$ cat src/rtl/branch_resolve_ctrl.sv
// Branch resolution controller: owns NZCV, tracks in-flight flag writers, resolves one branch at a time.
// Optional build macro BRANCH_STATS_EN adds taken/not-taken outcome counters.
module branch_resolve_ctrl #(
   parameter int ADDR_W       = 32,
   parameter int FLUSH_CYCLES = 2,
   parameter int MAX_PENDING  = 3
) (
   input  logic              clk,
   input  logic              rst,
   input  logic              flag_wr_issue,
   input  logic              flag_wr_en,
   input  logic [3:0]        flags_in,
   input  logic              br_valid,
   output logic              br_ready,
   input  logic [2:0]        br_cond,
   input  logic [ADDR_W-1:0] br_target,
   output logic              redirect_valid,
   output logic [ADDR_W-1:0] redirect_pc,
   output logic              flush,
   output logic              stall,
   output logic [3:0]        flags_out,
`ifdef BRANCH_STATS_EN
   output logic [15:0]       taken_cnt,
   output logic [15:0]       not_taken_cnt,
`endif
   output logic [1:0]        pend_cnt
);

   typedef enum logic [1:0] {IDLE, WAIT_FLAGS, RESOLVE, FLUSH} state_t;

   localparam logic [1:0] PEND_MAX   = 2'(MAX_PENDING);
   localparam logic [2:0] FLUSH_LOAD = (FLUSH_CYCLES > 1) ? 3'(FLUSH_CYCLES - 2) : 3'd0;

   state_t              state;
   logic [2:0]          cond_q;
   logic [ADDR_W-1:0]   tgt_q;
   logic [ADDR_W-1:0]   pc_hold;
   logic [2:0]          fcnt;
   logic [1:0]          pend_nxt;
   logic                cond_true;
   logic                taken_now;
   logic                hs;

   function automatic logic always_taken(input logic [2:0] c);
      return (c == 3'b000) || (c == 3'b001) || (c == 3'b010) || (c == 3'b111);
   endfunction

   // Issue and writeback in the same cycle cancel, even at saturation.
   always_comb begin
      pend_nxt = pend_cnt;
      if (flag_wr_issue && !flag_wr_en && pend_cnt != PEND_MAX)
         pend_nxt = pend_cnt + 2'd1;
      else if (!flag_wr_issue && flag_wr_en && pend_cnt != 2'd0)
         pend_nxt = pend_cnt - 2'd1;
   end

   always_comb begin
      case (cond_q)
         3'b011:  cond_true = flags_out[2];
         3'b100:  cond_true = ~flags_out[2];
         3'b110:  cond_true = flags_out[3] ^ flags_out[0];
         3'b101:  cond_true = ~flags_out[2] & ~(flags_out[3] ^ flags_out[0]);
         default: cond_true = 1'b1;
      endcase
   end

   assign hs             = br_valid & br_ready;
   assign taken_now      = (state == RESOLVE) && cond_true;
   assign br_ready       = (state == IDLE);
   assign redirect_valid = taken_now;
   assign redirect_pc    = taken_now ? tgt_q : pc_hold;
   assign flush          = taken_now || (state == FLUSH);
   assign stall          = (state == WAIT_FLAGS) || (state == RESOLVE) || (pend_cnt == PEND_MAX);

   always_ff @(posedge clk) begin
      if (rst) begin
         state     <= IDLE;
         flags_out <= '0;
         pend_cnt  <= '0;
         cond_q    <= '0;
         tgt_q     <= '0;
         pc_hold   <= '0;
         fcnt      <= '0;
      end else begin
         if (flag_wr_en)
            flags_out <= flags_in;
         pend_cnt <= pend_nxt;
         if (taken_now)
            pc_hold <= tgt_q;
         case (state)
            IDLE: begin
               if (hs) begin
                  cond_q <= br_cond;
                  tgt_q  <= br_target;
                  if (always_taken(br_cond) || pend_nxt == 2'd0)
                     state <= RESOLVE;
                  else
                     state <= WAIT_FLAGS;
               end
            end
            WAIT_FLAGS: begin
               if (pend_nxt == 2'd0)
                  state <= RESOLVE;
            end
            RESOLVE: begin
               // The RESOLVE cycle itself counts as the first flush cycle.
               if (cond_true && FLUSH_CYCLES > 1) begin
                  state <= FLUSH;
                  fcnt  <= FLUSH_LOAD;
               end else begin
                  state <= IDLE;
               end
            end
            FLUSH: begin
               if (fcnt == 3'd0)
                  state <= IDLE;
               else
                  fcnt <= fcnt - 3'd1;
            end
            default: state <= IDLE;
         endcase
      end
   end

`ifdef BRANCH_STATS_EN
   always_ff @(posedge clk) begin
      if (rst) begin
         taken_cnt     <= '0;
         not_taken_cnt <= '0;
      end else if (state == RESOLVE) begin
         if (cond_true && taken_cnt != 16'hFFFF)
            taken_cnt <= taken_cnt + 16'd1;
         else if (!cond_true && not_taken_cnt != 16'hFFFF)
            not_taken_cnt <= not_taken_cnt + 16'd1;
      end
   end
`endif

endmodule
$ cat config.mk
export PLATFORM = sky130hd
export DESIGN_NAME = branch_resolve_ctrl
export DESIGN_NICKNAME = d
export VERILOG_FILES = /design/src/rtl/branch_resolve_ctrl.sv
export SDC_FILE = /design/constraint.sdc
export NUM_CORES = 1
export LEC_CHECK = 0
export ABC_AREA = 1
export CAP_MARGIN = 30
export CORE_MARGIN = 4
export CORE_UTILIZATION = 50
export CTS_CLUSTER_SIZE = 24
export DETAILED_ROUTE_END_ITERATION = 6
export GPL_TIMING_DRIVEN = 0
export PLACE_DENSITY_LB_ADDON = 0.08
export REMOVE_ABC_BUFFERS = 1
export SYNTH_ARGS = -nofsm -noshare
export SYNTH_HDL_FRONTEND = slang
export SYNTH_SLANG_ARGS = --single-unit
export TNS_END_PERCENT = 10
$ cat constraint.sdc
create_clock -name clk -period 3.15 [get_ports clk]
set_input_delay 0.315 -clock clk [delete_from_list [all_inputs] [get_ports clk]]
set_output_delay 0.315 -clock clk [all_outputs]
set_load 0.01 [all_outputs]
==> impl_metrics.json, run 1 <==
{
  "row_count": 29,
  "dp_cells": 579,
  "drtAntennaViolNets": 0,
  "clock-root-buffer": "clkbuf_8",
  "netlist_area_mm2": 0.003363,
  "cpMaxStageDelayCell": "clkdlybuf4s50_1",
  "fp.dieW_um": 90.02,
  "cts_tree": "done",
  "maxCapViolCount": 0,
  "antenna_found_initial": 0,
  "maxSlewHeadroom_pct": 47.31,
  "synth_top_area_share_pct": 46.43,
  "met1_length_um": 3682,
  "hold_class": "reg -> reg",
  "drt_wl_total_um": 8136,
  "cts_buffer_depth": 2,
  "p_leak_nw": 2.132,
  "initial_core_util_pct": 52.37,
  "ys_seq_area_share_pct": 46.43,
  "ys_ff_latch": 78,
  "ios": 86,
  "drcViolationCount": 0,
  "slew_viol_final": 0,
  "vias": 3023,
  "synth_cell_type_count": 28,
  "synth_top_area_cell": "dfxtp_1",
  "max_stage_delay_ps": 480,
  "cts_made_buffers": 9,
  "die_y_um": 90.02,
  "syn_inst": 435,
  "hold_viol": 0,
  "globalRouteOverflowTotal": 0,
  "finalCritPeriodShare_pct": 90.67,
  "start_kind": "register",
  "worstSetupPathType": "reg -> out",
  "wl_met3_um": 406,
  "io_buffers": 85,
  "dieArea_mm2": 0.008103,
  "nets": 570,
  "grt_pass1_vias": 2887,
  "crit_arrival_ps": 2540,
  "grt_pass1_wl_um": 13180,
  "cpLargestDelayFamily": "simple AND/OR/NAND/NOR gates",
  "finalCriticalPeriod_ps": 2856,
  "cp_cell_sequence": "inv_1, nand2_1, nand3_1, nand2_1, nand3_2, nand2_8, inv_4, or2_2, o21ai_0, inv_1, clkdlybuf4s50_1",
  "seqCellArea_mm2": 0.001562,
  "drt_iter0_markers": 141,
  "worst_pin_slew_ps": 790.4,
  "clk_pin_slew_ps": 80,
  "yosysWarnings": 0,
  "fmax_ghz": 0.3501,
  "crit_buf_inv": 4,
  "crit_fanout": 34,
  "peakVddDrop_uv": 429.3,
  "final_cells": 600,
  "crit_path_end_kind": "primary output",
  "core_area_mm2": 0.006422,
  "gp_congestion": 0.8223,
  "power_mw": 3.984,
  "dr_wl_met2_um": 3956,
  "setup_viol": 0,
  "avgRoutedWirePerCell_um": 13.56,
  "avgSynthCellArea_um2": 7.732,
  "rsz0062_at_grt": "false",
  "viasPerCell": 5.038,
  "firstDrtPassIters": 4,
  "dp_hpwl_um": 5120,
  "insertion_delay_ps": 340,
  "synthToLayoutAreaGrowth_pct": 35.23,
  "diodes": 0,
  "cts_sinks": 78,
  "drive_gt1_share_pct": 12.81,
  "power_density_mw_per_mm2": 876.0,
  "grt_max_degree": 39,
  "htreeDepth": 3,
  "multi_input_area_mm2": 0.001498,
  "fillers": 547,
  "required_ps": 2830,
  "highest_layer": "met4",
  "status": "complete, no violations",
  "skew_ps": 8.344,
  "cts_hold_buf": 0,
  "grtUsageTotal_pct": 19.50,
  "synth_area_leaders": "dfxtp_1 46%, nor2_1 12%, o21ai_2 7.3%"
}
==> placed cells by master, fill, tap and decap left out, types with 2 or more instances in the layout <==
| master | n |
|---|---|
| nand2_1 | 24 |
| or2_0 | 2 |
| nor2_1 | 106 |
| clkbuf_8 | 10 |
| buf_8 | 2 |
| a21oi_1 | 12 |
| inv_2 | 2 |
| ha_1 | 8 |
| xor2_1 | 2 |
| or2_1 | 26 |
| nor2_2 | 2 |
| nand4_1 | 3 |
| buf_4 | 4 |
| bufinv_16 | 3 |
| dfxtp_1 | 78 |
| clkinv_2 | 2 |
| o21ai_2 | 28 |
| o21ai_0 | 46 |
| clkdlybuf4s50_1 | 84 |
| nand3_1 | 10 |
| inv_1 | 53 |
| or2_2 | 5 |
==> registers in the layout, indices dropped and copies added, names as in the netlist <==
signal,flops
cond_q,3
fcnt,3
flags_out,4
pc_hold,32
pend_cnt,2
state,2
tgt_q,32
==> worst paths after layout <==
path	startpoint	to	slack (ps)	cells after the start
min	tgt_q[31]	tgt_q[31]	490	2
max	flags_out[0]	redirect_pc[0]	290	11
min reg2reg	tgt_q[31]	tgt_q[31]	490	2
max reg2reg	state[0]	tgt_q[30]	610	8
==> per-stage QoR <==
step,TNS [ps],util (%),hold WS (ps),worst slack (ps),instance area (um^2)
2_1_floorplan,0,-,381.9,1077,3252
3_3_place_gp,-10030,65.38,461.2,-286.0,4199
3_5_place_dp,0,66.20,469.8,275.5,4252
4_1_cts,0,70.17,489.9,55.84,4507
5_1_grt,0,70.82,502.4,141.1,4548
6_report,0,70.82,492.0,293.9,4548
==> synth_stat cells (all sizes together) <==
cell type	instances
nand4	3
nor2	108
xor2	2
or2	33
a21oi	13
inv	56
nor3	1
o21ai	74
nand3	11
buf	7
nand3b	1
ha	8
clkbuf	14
nand2	26
dfxtp	78
==> final cells by class <==
class | count | area share [%]
clock buffers | 10 | 3.026
flip-flops and latches | 78 | 34.33
repair buffers | 92 | 20.52
multi-input cells | 281 | 32.93
inverters | 56 | 4.677
well taps | 77 | 2.118
clock inverters | 6 | 2.393
==> worst reg2reg max path: stages (launching register included) <==
cell and delay [ps]:
dfxtp_1 360, inv_1 100, ha_1 260, nand2_1 470, buf_8 350, inv_1 540, buf_8 250, nor2_1 60
nor2_1 100
==> layer usage <==
layer	track usage (%)	vias to the layer above
met5	0	-
met2	33.04	78
li1	-	1524
met3	3.840	10
met4	7.143	0
met1	24.56	1411
==> where the power goes <==
| part | internal (mW) | leakage, nW | switching [mW] |
|---|---|---|---|
| registers | 1.21 | 0.643 | 0.101 |
| clock network | 0.547 | 0.126 | 0.358 |
| logic | 0.865 | 1.36 | 0.900 |
==> kinds of logic (layout without fill, tap and decap cells) <==
logic type	after synthesis	after routing	share of synthesized area, %
XOR/XNOR	2	2	0.5209
adder cells (fa/ha/maj)	8	8	2.976
AND/OR/NAND/NOR	183	184	24.26
flip-flops	78	78	46.43
buffers and inverters	77	164	9.635
AO/OA/AOI/OAI	87	87	16.18
==> repair_timing <==
item,in CTS,in global routing
setup buffers,0,4
pin swaps,0,1
gates cloned,0,1
resized for setup,1,0
setup endpoints to repair,27,4
Power figures use the tool's default switching activity.
==> inputs of run 2 (changes only) <==
Settings changed: CORE_MARGIN 4 to default, CORE_UTILIZATION 50 to 49.
Clock period 3.15 ns to 2.8 ns, I/O delays scaled along.
==> run 2 against run 1 <==
Effect of this change:
- the flow now finishes with violations (DRC)
- global-route usage rose by 3.1 points
- die area fell by 11%
- critical endpoint unchanged
- non-clock buffer count fell by 3
- routed wire length fell by 8.7%
- total power rose by 8.0%
- critical path type unchanged
- clock power fell by 6.9%
==> impl_metrics.json, run 2 (synthesized netlist as in run 1, its figures left out) <==
{
  "drive_gt1_share_pct": 12.31,
  "layout_common_cells": "106 x nor2_1, 84 x clkdlybuf4s50_1, 78 x dfxtp_1",
  "initial_core_util_pct": 51.78,
  "reg.largest.list": "pc_hold (32), tgt_q (32), flags_out (4)",
  "grt_pass1_wl_um": 12890,
  "power_density_mw_per_mm2": 952.2,
  "slew_viol_final": 0,
  "grtUsageTotal_pct": 22.60,
  "crit_arrival_ps": 2360,
  "start_kind": "register",
  "globalRouteOverflowTotal": 0,
  "antenna_found_initial": 0,
  "die_y_um": 84.85,
  "cp_cell_sequence": "inv_1, nand2_1, nand3_1, nand2_1, nand3_4, nand2_8, inv_8, or2_2, o21ai_0, inv_1, clkdlybuf4s50_1",
  "final_cells": 597,
  "hold_class": "reg -> reg",
  "maxCapViolCount": 0,
  "fin_setup_tns_ps": 0,
  "setup_viol": 0,
  "crit_fanout": 34,
  "finalCritPeriodShare_pct": 94.43,
  "nets": 567,
  "cts_made_buffers": 9,
  "drt_iter0_markers": 125,
  "core_area_mm2": 0.006495,
  "reg2reg_from": "state[1]",
  "fp.dieW_um": 84.85,
  "dp_hpwl_um": 4802,
  "grt_max_degree": 39,
  "layout_commonest_cell": "nor2_1",
  "ios": 86,
  "gp_congestion": 0.7674,
  "cpMaxStageDelayCell": "clkdlybuf4s50_1",
  "clock-root-buffer": "clkbuf_8",
  "failed_checks": "DRC",
  "maxSlewHeadroom_pct": 47.40,
  "peakVddDrop_uv": 463.3,
  "cp-endpoint": "redirect_pc[0]",
  "clk_pin_slew_ps": 80,
  "power_mw": 4.302,
  "status": "finished, violations left",
  "fmax_ghz": 0.3782,
  "io_buffers": 85,
  "worstRegToRegCells": 8,
  "skew_ps": 9.361,
  "ff2ff_setup_slack_ps": 530,
  "p_leak_nw": 2.106,
  "insertion_delay_ps": 350,
  "finalCriticalPeriod_ps": 2644,
  "crit_path_end_kind": "primary output",
  "dp_cells": 579,
  "viasPerCell": 4.975,
  "drt_wl_total_um": 7429,
  "avgRoutedWirePerCell_um": 12.44,
  "placed_cell_area_mm2": 0.004277,
  "dieArea_mm2": 0.007199,
  "cts_tree": "done",
  "worstSetupPathType": "reg -> out",
  "htreeDepth": 3,
  "cts_sinks": 78,
  "cts_buffer_depth": 2,
  "firstDrtPassIters": 7,
  "synthToLayoutAreaGrowth_pct": 34.34,
  "setup.worst_path.start": "flags_out[0]",
  "row_count": 29,
  "vias": 2970,
  "fillers": 579,
  "hold_viol": 0,
  "drcViolationCount": 6,
  "max_stage_delay_ps": 480,
  "diodes": 0,
  "worst_pin_slew_ps": 788.9,
  "finalInstanceArea_mm2": 0.004518,
  "reg2reg_to": "tgt_q[8]",
  "drtAntennaViolNets": 0,
  "grt_pass1_vias": 2863,
  "required_ps": 2520
}
[run 2: cell count changes in the layout (fill, tap and decap cells not counted), moves of 2 or more]
cell,change
bufinv_16,-2
buf_4,-4
buf_16,+2
buf_8,-2
[run 2: worst max-delay path: cells and delay by family, from the launching register on]
kind | cells | cell delay (ps)
buffers and inverters | 4 | 720
AO/OA/AOI/OAI | 1 | 110
AND/OR/NAND/NOR | 6 | 820
flip-flops | 1 | 370
[run 2: worst min path at each step]
stage                  end       from  cells past startpoint  slack (ps)
2_1_floorplan  pc_hold[17]        rst                      1         350
5_1_grt           tgt_q[2]   tgt_q[2]                      2         520
6_report         tgt_q[31]  tgt_q[31]                      2         480
4_1_cts          tgt_q[31]  tgt_q[31]                      2         490
3_5_place_dp     tgt_q[31]  tgt_q[31]                      2         470
3_3_place_gp      tgt_q[0]   tgt_q[0]                      2         460
[run 2: layout make-up]
class,instances,area (um^2),share of cell area (%)
Sequential cell,78,1562,34.56
Timing Repair Buffer,89,939.7,20.80
Clock buffer,9,123.9,2.742
Clock inverter,7,73.82,1.634
Inverter,56,217.7,4.819
Tap cell,77,96.34,2.132
Multi-Input combinational cell,281,1505,33.31
[run 2: what timing repair did]
item | 4_1_cts | 5_1_grt
hold buffers | 0 | 0
cloned | 1 | 0
setup buffers | 1 | 0
pin swaps | 1 | 0
resized for setup | 1 | 4
endpoints found under the setup margin | 32 | 5
[run 2: where the power goes]
part	switching, mW	total (mW)	internal [mW]	leakage [nW]
Clock	0.428	0.842	0.414	0.0996
Sequential	0.106	1.47	1.36	0.643
Combinational	1.00	1.99	0.985	1.36
[run 2: stage by stage]
stage / utilization, % / hold slack, ps / setup WS (ps)
5_1_grt: 69.56 / 515.8 / -32.96
4_1_cts: 69.31 / 489.3 / 75.42
6_report: 69.56 / 484.9 / 155.9
2_1_floorplan: - / 346.9 / 735.2
3_5_place_dp: 65.84 / 470.8 / 15.31
3_3_place_gp: 64.65 / 460.5 / -714.3
[run 2: routing by layer]
metal | global-route usage, % | vias to the layer above | share of wire, %
met5 | 0 | - | 0
met4 | 9.245 | 0 | 1.2
met3 | 3.502 | 9 | 4.1
met2 | 38.21 | 69 | 49
met1 | 29.03 | 1372 | 46
li1 | - | 1520 | -
==> inputs of run 3 (changes only) <==
Settings changed: CAP_MARGIN 30 to default, CORE_UTILIZATION 49 to 40.
==> run 3 against run 2 <==
Effect of this change:
- the flow still finishes with violations (DRC)
- worst hold slack got worse by 3.2 ps
- combinational power decreased by 3%
- maximum frequency shrank 0.38%
- non-clock buffer count shrank 3
- critical path depth down 3
- critical endpoint is now redirect_pc[31]
==> impl_metrics.json, run 3 (synthesized netlist as in run 1, its figures left out) <==
{
  "p_int_mw": 2.747,
  "worstHoldEndpoint": "tgt_q[0]",
  "initial_core_util_pct": 41.14,
  "drt_wl_total_um": 7737,
  "avgRoutedWirePerCell_um": 12.44,
  "dp_cells": 604,
  "setup_viol": 0,
  "placed_cell_area_mm2": 0.004229,
  "finalCriticalPeriod_ps": 2654,
  "power.share.sequential_pct": 34.5,
  "fp.dieW_um": 93.70,
  "layout_common_cells": "106 x nor2_1, 84 x clkdlybuf4s50_1, 77 x dfxtp_1",
  "drt_iter0_markers": 72,
  "final_cells": 622,
  "gp_congestion": 0.8369,
  "viasPerCell": 4.640,
  "start_kind": "register",
  "holdCritStartpoint": "tgt_q[0]",
  "hold_depth": 2,
  "grt_pass1_wl_um": 12730,
  "cts_hold_buf": 0,
  "fin_util_pct": 54.76,
  "cpMaxStageDelayCell": "clkdlybuf4s50_1",
  "cp_cell_sequence": "inv_1, ha_1, nand2_8, inv_8, or2_2, o21ai_0, inv_1, clkdlybuf4s50_1",
  "place_ws_ps": -444.4,
  "ios": 86,
  "cts_made_buffers": 9,
  "grt_max_degree": 42,
  "worstRegToRegCells": 6,
  "grt_pass1_vias": 2735,
  "setup_ws_ps": 145.7,
  "slew_viol_final": 0,
  "antenna_found_initial": 0,
  "crit_path_end_kind": "primary output",
  "required_ps": 2520,
  "clk_pin_slew_ps": 80,
  "grtUsageTotal_pct": 18.85,
  "core_area_mm2": 0.008175,
  "swShare_pct": 35.48,
  "drcViolationCount": 2,
  "nets": 564,
  "globalRouteOverflowTotal": 0,
  "max_stage_delay_ps": 480,
  "reg2reg_from": "state[0]",
  "reg.largest.list": "pc_hold (32), tgt_q (32), flags_out (4)",
  "power_frac_comb_pct": 45.6,
  "crit_buf_inv": 4,
  "power_density_mw_per_mm2": 951.1,
  "cts_buffer_depth": 2,
  "row_count": 33,
  "drive_gt1_share_pct": 11.99,
  "failed_checks": "DRC",
  "peakVddDrop_uv": 469.3,
  "worstSetupPathType": "reg -> out",
  "p_leak_nw": 2.065,
  "ff2ff_setup_slack_ps": 270,
  "skew_ps": 8.490,
  "crit_arrival_ps": 2370,
  "cp_common_cell": "inv_1",
  "p_clk_share_pct": 19.9,
  "synthToLayoutAreaGrowth_pct": 33.11,
  "finalInstanceArea_mm2": 0.004477,
  "layout_commonest_cell": "nor2_1",
  "htreeDepth": 3,
  "cts_tree": "done",
  "io_buffers": 85,
  "die_y_um": 93.70,
  "maxCapViolCount": 0,
  "p_sw_mw": 1.510,
  "dieArea_mm2": 0.008779,
  "reg2reg_to": "tgt_q[3]",
  "fmax_ghz": 0.3767,
  "worst_pin_slew_ps": 1183,
  "hold_viol": 0,
  "insertion_delay_ps": 340,
  "diodes": 0,
  "clock-root-buffer": "clkbuf_8",
  "maxSlewHeadroom_pct": 21.02,
  "rsz0062_at_grt": "true",
  "cts_sinks": 78,
  "crit_fanout": 34,
  "status": "finished, violations left",
  "dp_hpwl_um": 4611,
  "firstDrtPassIters": 5,
  "cpLargestDelayFamily": "buffers and inverters",
  "drtAntennaViolNets": 0,
  "vias": 2886,
  "hold_class": "reg -> reg",
  "finalCritPeriodShare_pct": 94.80
}
[run 3: cell count changes in the layout (fill, tap and decap cells not counted), sizes merged]
cell      change
clkinvlp      +1
inv           -1
clkbuf        +2
buf           -3
clkinv        -2
[run 3: repair_timing]
| item | CTS | global route |
|---|---|---|
| setup buffers | 1 | 0 |
| setup endpoints to repair | 66 | 63 |
| resized for setup | 2 | 5 |
| gates cloned | 1 | 0 |
| pin swaps | 1 | 0 |
[run 3: tightest hold or removal path: stages, from the launching register on]
cell	delay, ps
dfxtp_1	330
nor2_1	40
nor2_1	80
[run 3: layout make-up]
type	count	area (um^2)
fill	808	3699
clock buffer	11	141.4
multi-input combinational	281	1508
clock inverter	5	58.81
tap	105	131.4
sequential	78	1563
inverter	56	217.7
timing repair buffer	86	857.1
[run 3: stage by stage]
step           hold WS, ps  TNS, ps  total power [mW]
2_1_floorplan        346.9        0             2.569
4_1_cts              487.5        0             4.304
5_1_grt              504.5    -1144             4.573
3_3_place_gp         456.2   -27370             3.378
3_5_place_dp         468.1   -13810             3.411
6_report             481.7        0             4.258
[run 3: worst max-delay path by stage]
stage                       startpoint         endpoint  slack, ps  cells past startpoint
after floorplan               state[0]        cond_q[1]        740                      6
after global placement             rst        cond_q[0]       -730                      4
after detailed placement      state[0]        tgt_q[28]       -440                      6
after CTS                 flags_out[3]  redirect_pc[31]         10                     11
after global routing          state[0]        tgt_q[11]        -70                      6
final                         state[0]  redirect_pc[31]        150                      8
[run 3: metal layers]
metal	global-route usage, %	wire length, um	vias up
met2	31.20	3531	56
li1	-	-	1510
met5	0	0	-
met4	5.000	93	0
met1	23.86	3728	1313
met3	5.502	383	7
[run 3: power groups by stage]
| stage | sequential, mW | combinational (mW) | clock [mW] |
|---|---|---|---|
| after floorplan | 1.48 | 1.09 | 0 |
| after global placement | 1.49 | 1.89 | 0 |
| after detailed placement | 1.50 | 1.91 | 0 |
| after CTS | 1.47 | 1.96 | 0.869 |
| after global routing | 1.50 | 2.17 | 0.905 |
| final | 1.47 | 1.94 | 0.845 |
